--- src/rtl/dff_deser_pkg.sv ---
// dff_deser_pkg: shared width default and FSM state type for the deserializer.
package dffx;
  localparam int dff_bits_count = 8;
  typedef enum logic {COLLECT, HOLD} deser_state_e;
endpackage

--- src/rtl/dff_deser_if.sv ---
// dff_deser_if: serial-in / word-out handshake bundle of the deserializer.
interface dff_deser_if import dffx::*; #(parameter int BITS_COUNT = dff_bits_count);
  logic flush;
  logic ser_valid;
  logic ser_data;
  logic ser_ready;
  logic par_valid;
  logic par_ready;
  logic [BITS_COUNT-1:0] par_data;
  logic [7:0] word_count;
  logic parity_err;
  modport master (output flush, ser_valid, ser_data, par_ready,
                  input ser_ready, par_valid, par_data, word_count, parity_err);
  modport slave (input flush, ser_valid, ser_data, par_ready,
                 output ser_ready, par_valid, par_data, word_count, parity_err);
endinterface

--- src/rtl/dff_deser.sv ---
// dff_deser: bit-serial to word-parallel deserializer with held output word.
// Define DFF_DESER_PARITY_EN to expect a trailing even-parity bit per word.
module dff_deser import dffx::*; #(
  parameter int BITS_COUNT = dff_bits_count,
  parameter bit MSB_FIRST = 1'b1
) (
  input logic clk,
  input logic rst,
  dff_deser_if.slave bus
);
`ifdef DFF_DESER_PARITY_EN
  localparam logic [6:0] LAST = 7'(BITS_COUNT);
`else
  localparam logic [6:0] LAST = 7'(BITS_COUNT - 1);
`endif
  deser_state_e state;
  logic [6:0] cnt;
  logic [BITS_COUNT-1:0] sreg, word, par_data;
  logic par_valid, perr;
  logic [7:0] word_count;
  assign word = MSB_FIRST ? {sreg[BITS_COUNT-2:0], bus.ser_data} : {bus.ser_data, sreg[BITS_COUNT-1:1]};
  assign bus.ser_ready = state == COLLECT;
  assign bus.par_valid = par_valid;
  assign bus.par_data = par_data;
  assign bus.word_count = word_count;
  assign bus.parity_err = perr;
  always_ff @(posedge clk or posedge rst)
    if (rst) begin
      state <= COLLECT;
      cnt <= '0;
      sreg <= '0;
      par_data <= '0;
      par_valid <= 1'b0;
      word_count <= '0;
      perr <= 1'b0;
    end else begin
      perr <= 1'b0;
      if (state == HOLD) begin
        if (bus.par_ready) begin
          state <= COLLECT;
          par_valid <= 1'b0;
          word_count <= word_count + 8'd1;
        end
      end else if (bus.flush) begin
        cnt <= '0;
        sreg <= '0;
      end else if (bus.ser_valid) begin
        if (cnt == LAST) begin
          cnt <= '0;
          sreg <= '0;
`ifdef DFF_DESER_PARITY_EN
          // the parity bit is not shifted in; sreg already holds the data bits
          if ((^sreg) == bus.ser_data) begin
            par_data <= sreg;
            par_valid <= 1'b1;
            state <= HOLD;
          end else perr <= 1'b1;
`else
          par_data <= word;
          par_valid <= 1'b1;
          state <= HOLD;
`endif
        end else begin
          cnt <= cnt + 7'd1;
          sreg <= word;
        end
      end
    end
endmodule

--- src/flat_wrapper.sv ---
// flat-port wrapper written by rule: the top's interface ports become plain ports
module dff_deser_flat import dffx::*;
#(
  parameter int BITS_COUNT = dff_bits_count,
  parameter bit MSB_FIRST = 1'b1
)
  (clk, rst, bus_flush, bus_ser_valid, bus_ser_data, bus_par_ready, bus_ser_ready, bus_par_valid, bus_par_data, bus_word_count, bus_parity_err);
  dff_deser_if #(.BITS_COUNT(BITS_COUNT)) bus_i ();
  input logic clk;
  input logic rst;
  input wire logic [$bits(bus_i.flush)-1:0] bus_flush;
  input wire logic [$bits(bus_i.ser_valid)-1:0] bus_ser_valid;
  input wire logic [$bits(bus_i.ser_data)-1:0] bus_ser_data;
  input wire logic [$bits(bus_i.par_ready)-1:0] bus_par_ready;
  output wire logic [$bits(bus_i.ser_ready)-1:0] bus_ser_ready;
  output wire logic [$bits(bus_i.par_valid)-1:0] bus_par_valid;
  output wire logic [$bits(bus_i.par_data)-1:0] bus_par_data;
  output wire logic [$bits(bus_i.word_count)-1:0] bus_word_count;
  output wire logic [$bits(bus_i.parity_err)-1:0] bus_parity_err;
  assign bus_i.flush = bus_flush;
  assign bus_i.ser_valid = bus_ser_valid;
  assign bus_i.ser_data = bus_ser_data;
  assign bus_i.par_ready = bus_par_ready;
  assign bus_ser_ready = bus_i.ser_ready;
  assign bus_par_valid = bus_i.par_valid;
  assign bus_par_data = bus_i.par_data;
  assign bus_word_count = bus_i.word_count;
  assign bus_parity_err = bus_i.parity_err;
  dff_deser #(.BITS_COUNT(BITS_COUNT), .MSB_FIRST(MSB_FIRST)) u_core (.clk(clk), .rst(rst), .bus(bus_i));
endmodule
--- config.mk ---
export PLATFORM = sky130hd
export DESIGN_NAME = dff_deser_flat
export DESIGN_NICKNAME = d
export VERILOG_FILES = /design/src/rtl/dff_deser_pkg.sv /design/src/rtl/dff_deser_if.sv /design/src/rtl/dff_deser.sv /design/src/flat_wrapper.sv
export SDC_FILE = /design/constraint.sdc
export NUM_CORES = 1
export LEC_CHECK = 0
export CORE_UTILIZATION = 35
export CTS_CLUSTER_SIZE = 30
export DETAILED_ROUTE_END_ITERATION = 10
export PLACE_DENSITY = 0.59
export SLEW_MARGIN = 20
export SYNTH_ARGS = -nofsm -noshare
export SYNTH_HDL_FRONTEND = slang
export SYNTH_SLANG_ARGS = --single-unit
--- constraint.sdc ---
create_clock -name clk -period 2.5 [get_ports clk]
set_input_delay 0.5 -clock clk [delete_from_list [all_inputs] [get_ports clk]]
set_output_delay 0.5 -clock clk [all_outputs]
set_load 0.005 [all_outputs]
After elaboration in Yosys (flattened, before gate mapping)
Cells that the tools add are included.

word-level totals
  output and inout bits = 19
  word-level logic and storage cells = 36
  register bits after elaboration = 32
  input port bits = 6

operators by class
  bitwise operators = 2
  multiplexer cells = 16
  eq/ne operators = 3
  reduce and logical (&&, ||, !) cells = 7
  $add $sub $neg = 2

operator list
  cell                   count
  $mux W7                6
  $mux W1                10
  $add A8 B1 Y8 const B  1
  $reduce_and A4 Y1      2
  $add A7 B1 Y7 const B  1
  $eq A7 B3 Y1 const B   1
  $reduce_bool A2 Y1     3
  $reduce_and A2 Y1      2
  $ne A2 B1 Y1 const B   1
  $ne A2 B2 Y1 const B   1
  $not A1 Y1             2

Longest topological paths before layout
  word-level depth = 5
  mapped depth = 5
  mapped depth without buffers = 4

Least setup slack after synthesis
Ideal clock, no wire load.

  path type = register to register
  start point = register u_core.cnt[3]
  end point = register u_core.par_data[0], in the netlist u_core.bus.par_data[0]
  period minus slack after synthesis = 1.934 ns
  path buffers = 1
  data required time = 2.375 ns
  library setup time = 0.125 ns
  arrival = 1.809 ns
  cell stages (with the launch flop) = 5
  slack = 0.566 ns
  cells stage by stage = dfrtp_1 -> or4b_4 -> or4_4 -> buf_6 -> mux2_4

on the way
  longest elaborated chain between the ends = 2

RTL lines
  element                      RTL line         RTL
  from (decl)                  dff_deser.sv:17  logic [6:0] cnt;
  from (signal assigned)       dff_deser.sv:64  cnt <= cnt + 7'd1;
  $eq A7 B3 Y1                 dff_deser.sv:48  if (cnt == LAST) begin
  $reduce_and A4 Y1 (no line)  --
  to (signal assigned)         dff_deser.sv:59  par_data <= word;
  to (decl)                    dff_deser.sv:18  logic [BITS_COUNT-1:0] sreg, word, par_data;

Every way passes these cells.
A chain may end at the register's enable or synchronous reset.

Worst setup path after layout
  start point = input port bus_flush
  end point = register u_core.par_data[4], in the netlist u_core.bus.par_data[4]

on the way
  longest elaborated chain between the ends = 2

RTL lines
  element                      RTL line            RTL
  from (decl)                  flat_wrapper.sv:11  input wire logic [$bits(bus_i.flush)-1:0] bus_flush;
  $not A1 Y1 (no line)         --
  $reduce_and A4 Y1 (no line)  --

Every way passes these cells.

==> run metrics <==
core area=approximately 0.004 mm^2; Syn Nets=approximately 130; largest net degree at the start of global routing=21; Post-synth ARST share=between 90% and 100%; Chip Height=66.4 um; # port buffers=23; status=completed; ys flop type=dfrtp_1; Lkg Pwr=slightly below 0.9 nW; DRC=0; Starting Density=36.3%; Final nets=162; kind of end point of the critical path=flip-flop; final hold viol count=0; top cell type by total area after synthesis=dfrtp_1; startpoint types=input pin; hold path start=u_core.bus.word_count[7]; RePlAce Congestion=approximately 0.76; CTS Buf Count=5; launch point of the worst reg-to-reg path=u_core.cnt[1]; Syn Inst Count=roughly 120; Warnings, synthesis=0; Worst EP required=~2.7 ns; EDFF count, synth=0; Detail Route Antenna Nets=0; first-pass GRT wire length=4770 um; CP arrival=approximately 2.3 ns; DR iter-0 viols=slightly below 50; Detailed Place HPWL=a little over 2000 um; vias=roughly 1,000; number of global-route vias before repair=1,033; min setup slack post-route=around 0.41 ns; antenna violations before repair=0; Ports=25; worst-path fanout max=10; aggregate global routing overflow=0; WL final=2790 um; total negative slack=0 ns; Synth Register Bits=32; PnR Total Power=between 0.001 and 0.0015 W; Max VDD drop=around 0.41 mV; DR pass1 iterations=4; area grow syn2layout=27.7%; top cells by area, synth=dfrtp_1 55%, mux2_4 8.3%, a22o_1 3.6%, nand2_1 2.6%, o21ai_0 2.4%; clock buffer depth=2; fillers=362; Clock Latency Late Sink=roughly 0.28 ns; Worst setup startpoint=bus_flush; RSZ-0062 raised after global routing=no; DP Worst Slack=0.123 ns; # resized after CTS=0; GRT Util Overall=14.7%; CTS tree=yes; Hold Crit Class=reg -> reg; Worst path max stage delay=between 0.6 and 0.7 ns; Yosys top cell area share=between 50% and 60%; clock-pin slew on the worst setup and hold paths=0.07 ns; # diodes=0; CP cell instances=clkdlybuf4s50_1, or2_2, or4_4, mux2_4; clock skew=roughly 0.0064 ns; max cap viols=0; Setup Crit Path Kind=in -> reg; postcts setup bufs=0; register area share after synthesis=around 55%; CP delay by family, top=simple AND/OR/NAND/NOR gates; Mean Syn Cell Area=11.7 um^2; PwrDens=a little under 600 mW/mm^2; Die Area=0.00441 mm^2; Root Buffer=clkbuf_8; vias per std cell=approximately 4.9; # clock sinks=32; slowest CP cell=or4_4; Max Freq=between 400 and 500 MHz; Synth Cell Area=around 0.0015 mm^2; die width=~66 um; fin crit period=roughly 2.1 ns; htree depth=2; Crit path buffers/inverters=1; routed length per instance=between 10 and 15 um; Row Count=23; post-route clock period utilization=between 80 and 90%; setup violators final=0; Pins Over Slew Limit=0; post-synth cell types=37; share of cells above drive strength 1=16.1%; CTS Hold Buffers Added=0
==> Yosys cell counts (2+ instances only) <==
master	instances
xor2_1	3
xnor2_1	4
o211ai_1	3
a21o_1	2
o21ai_0	7
dfrtp_1	32
inv_1	9
nor2_1	4
a21oi_1	2
nand4_1	3
nor3_1	2
nand2_1	10
a22o_1	6
nand3_1	5
mux2_4	8
ha_1	2
or4_1	2
==> metrics by stage <==
step | hold WS [ns] | instances | util [%] | instance area (um^2)
after detailed placement | 0.473 | 197 | 43.7 | 1750
final | 0.478 | 205 | 46.4 | 1860
after floorplan | 0.465 | 124 | - | 1450
after CTS | 0.484 | 205 | 46.4 | 1860
after global placement | 0.462 | 197 | 43.7 | 1750
after global routing | 0.489 | 205 | 46.4 | 1860
==> final timing paths <==
| kind | end | slack (ns) | cells past startpoint |
|---|---|---|---|
| max in group asynchronous | u_core.cnt[2] | 1.32 | 3 |
| min | u_core.bus.word_count[7] | 0.48 | 1 |
| min reg2reg | u_core.bus.word_count[7] | 0.48 | 1 |
| max | u_core.bus.par_data[4] | 0.41 | 4 |
| min in group asynchronous | u_core.sreg[0] | 0.53 | 2 |
| max reg2reg | u_core.bus.par_data[4] | 0.48 | 4 |
==> routing by layer <==
metal | wire, um | vias up | GRT usage [%]
met5 | 0 | - | 0
met4 | 0 | 0 | 4.79
met3 | 114 | 0 | 4.31
li1 | - | 494 | -
met1 | 1330 | 489 | 18.7
met2 | 1340 | 21 | 23.7
==> registers in the layout (all words and copies together) (netlist names) <==
| signal | flops |
|---|---|
| u_core.bus.par_valid | 1 |
| u_core.state | 1 |
| u_core.sreg | 7 |
| u_core.cnt | 7 |
| u_core.bus.word_count | 8 |
| u_core.bus.par_data | 8 |
==> power by group <==
group / switching, W / total (W) / internal (W)
clock: 0.000184 / 0.000480 / 0.000295
sequential: 0.0000110 / 0.000540 / 0.000529
combinational: 0.0000356 / 0.0000718 / 0.0000362
==> cell usage in the layout, fill, tap and decap left out, drive strengths merged, types with 3 or more instances in the layout <==
cell type and n:
a22o 6, dfrtp 32, nand4 3, xnor2 4, inv 9, or4 3
mux2 9, xor2 3, nand2 10, clkdlybuf4s50 23, clkbuf 6, o211ai 3
o21ai 8, nand3 5, buf 4, nor2 4
==> area by class of cell <==
class	count	area (um^2)	share of cell area (%)
clock buffers	6	72.6	3.91
clock inverters	2	35.0	1.89
inverters	9	33.8	1.82
multi-input cells	79	591	31.8
flip-flops and latches	32	801	43.2
well taps	50	62.6	3.37
repair buffers	27	260	14.0
==> cell families (layout without fill, tap and decap cells) <==
| kind of cell | Yosys count | in the layout | share of synthesized area [%] |
|---|---|---|---|
| buf+inv | 13 | 44 | 4.22 |
| xor+xnor | 7 | 7 | 4.22 |
| compound gates | 27 | 27 | 12.9 |
| flops | 32 | 32 | 55.1 |
| simple gates | 33 | 33 | 12.5 |
| fa+ha+maj | 2 | 2 | 1.72 |
| other cells | 1 | 1 | 0.258 |
| mux | 9 | 9 | 9.04 |
No activity file was read; power rests on OpenSTA's default activity.
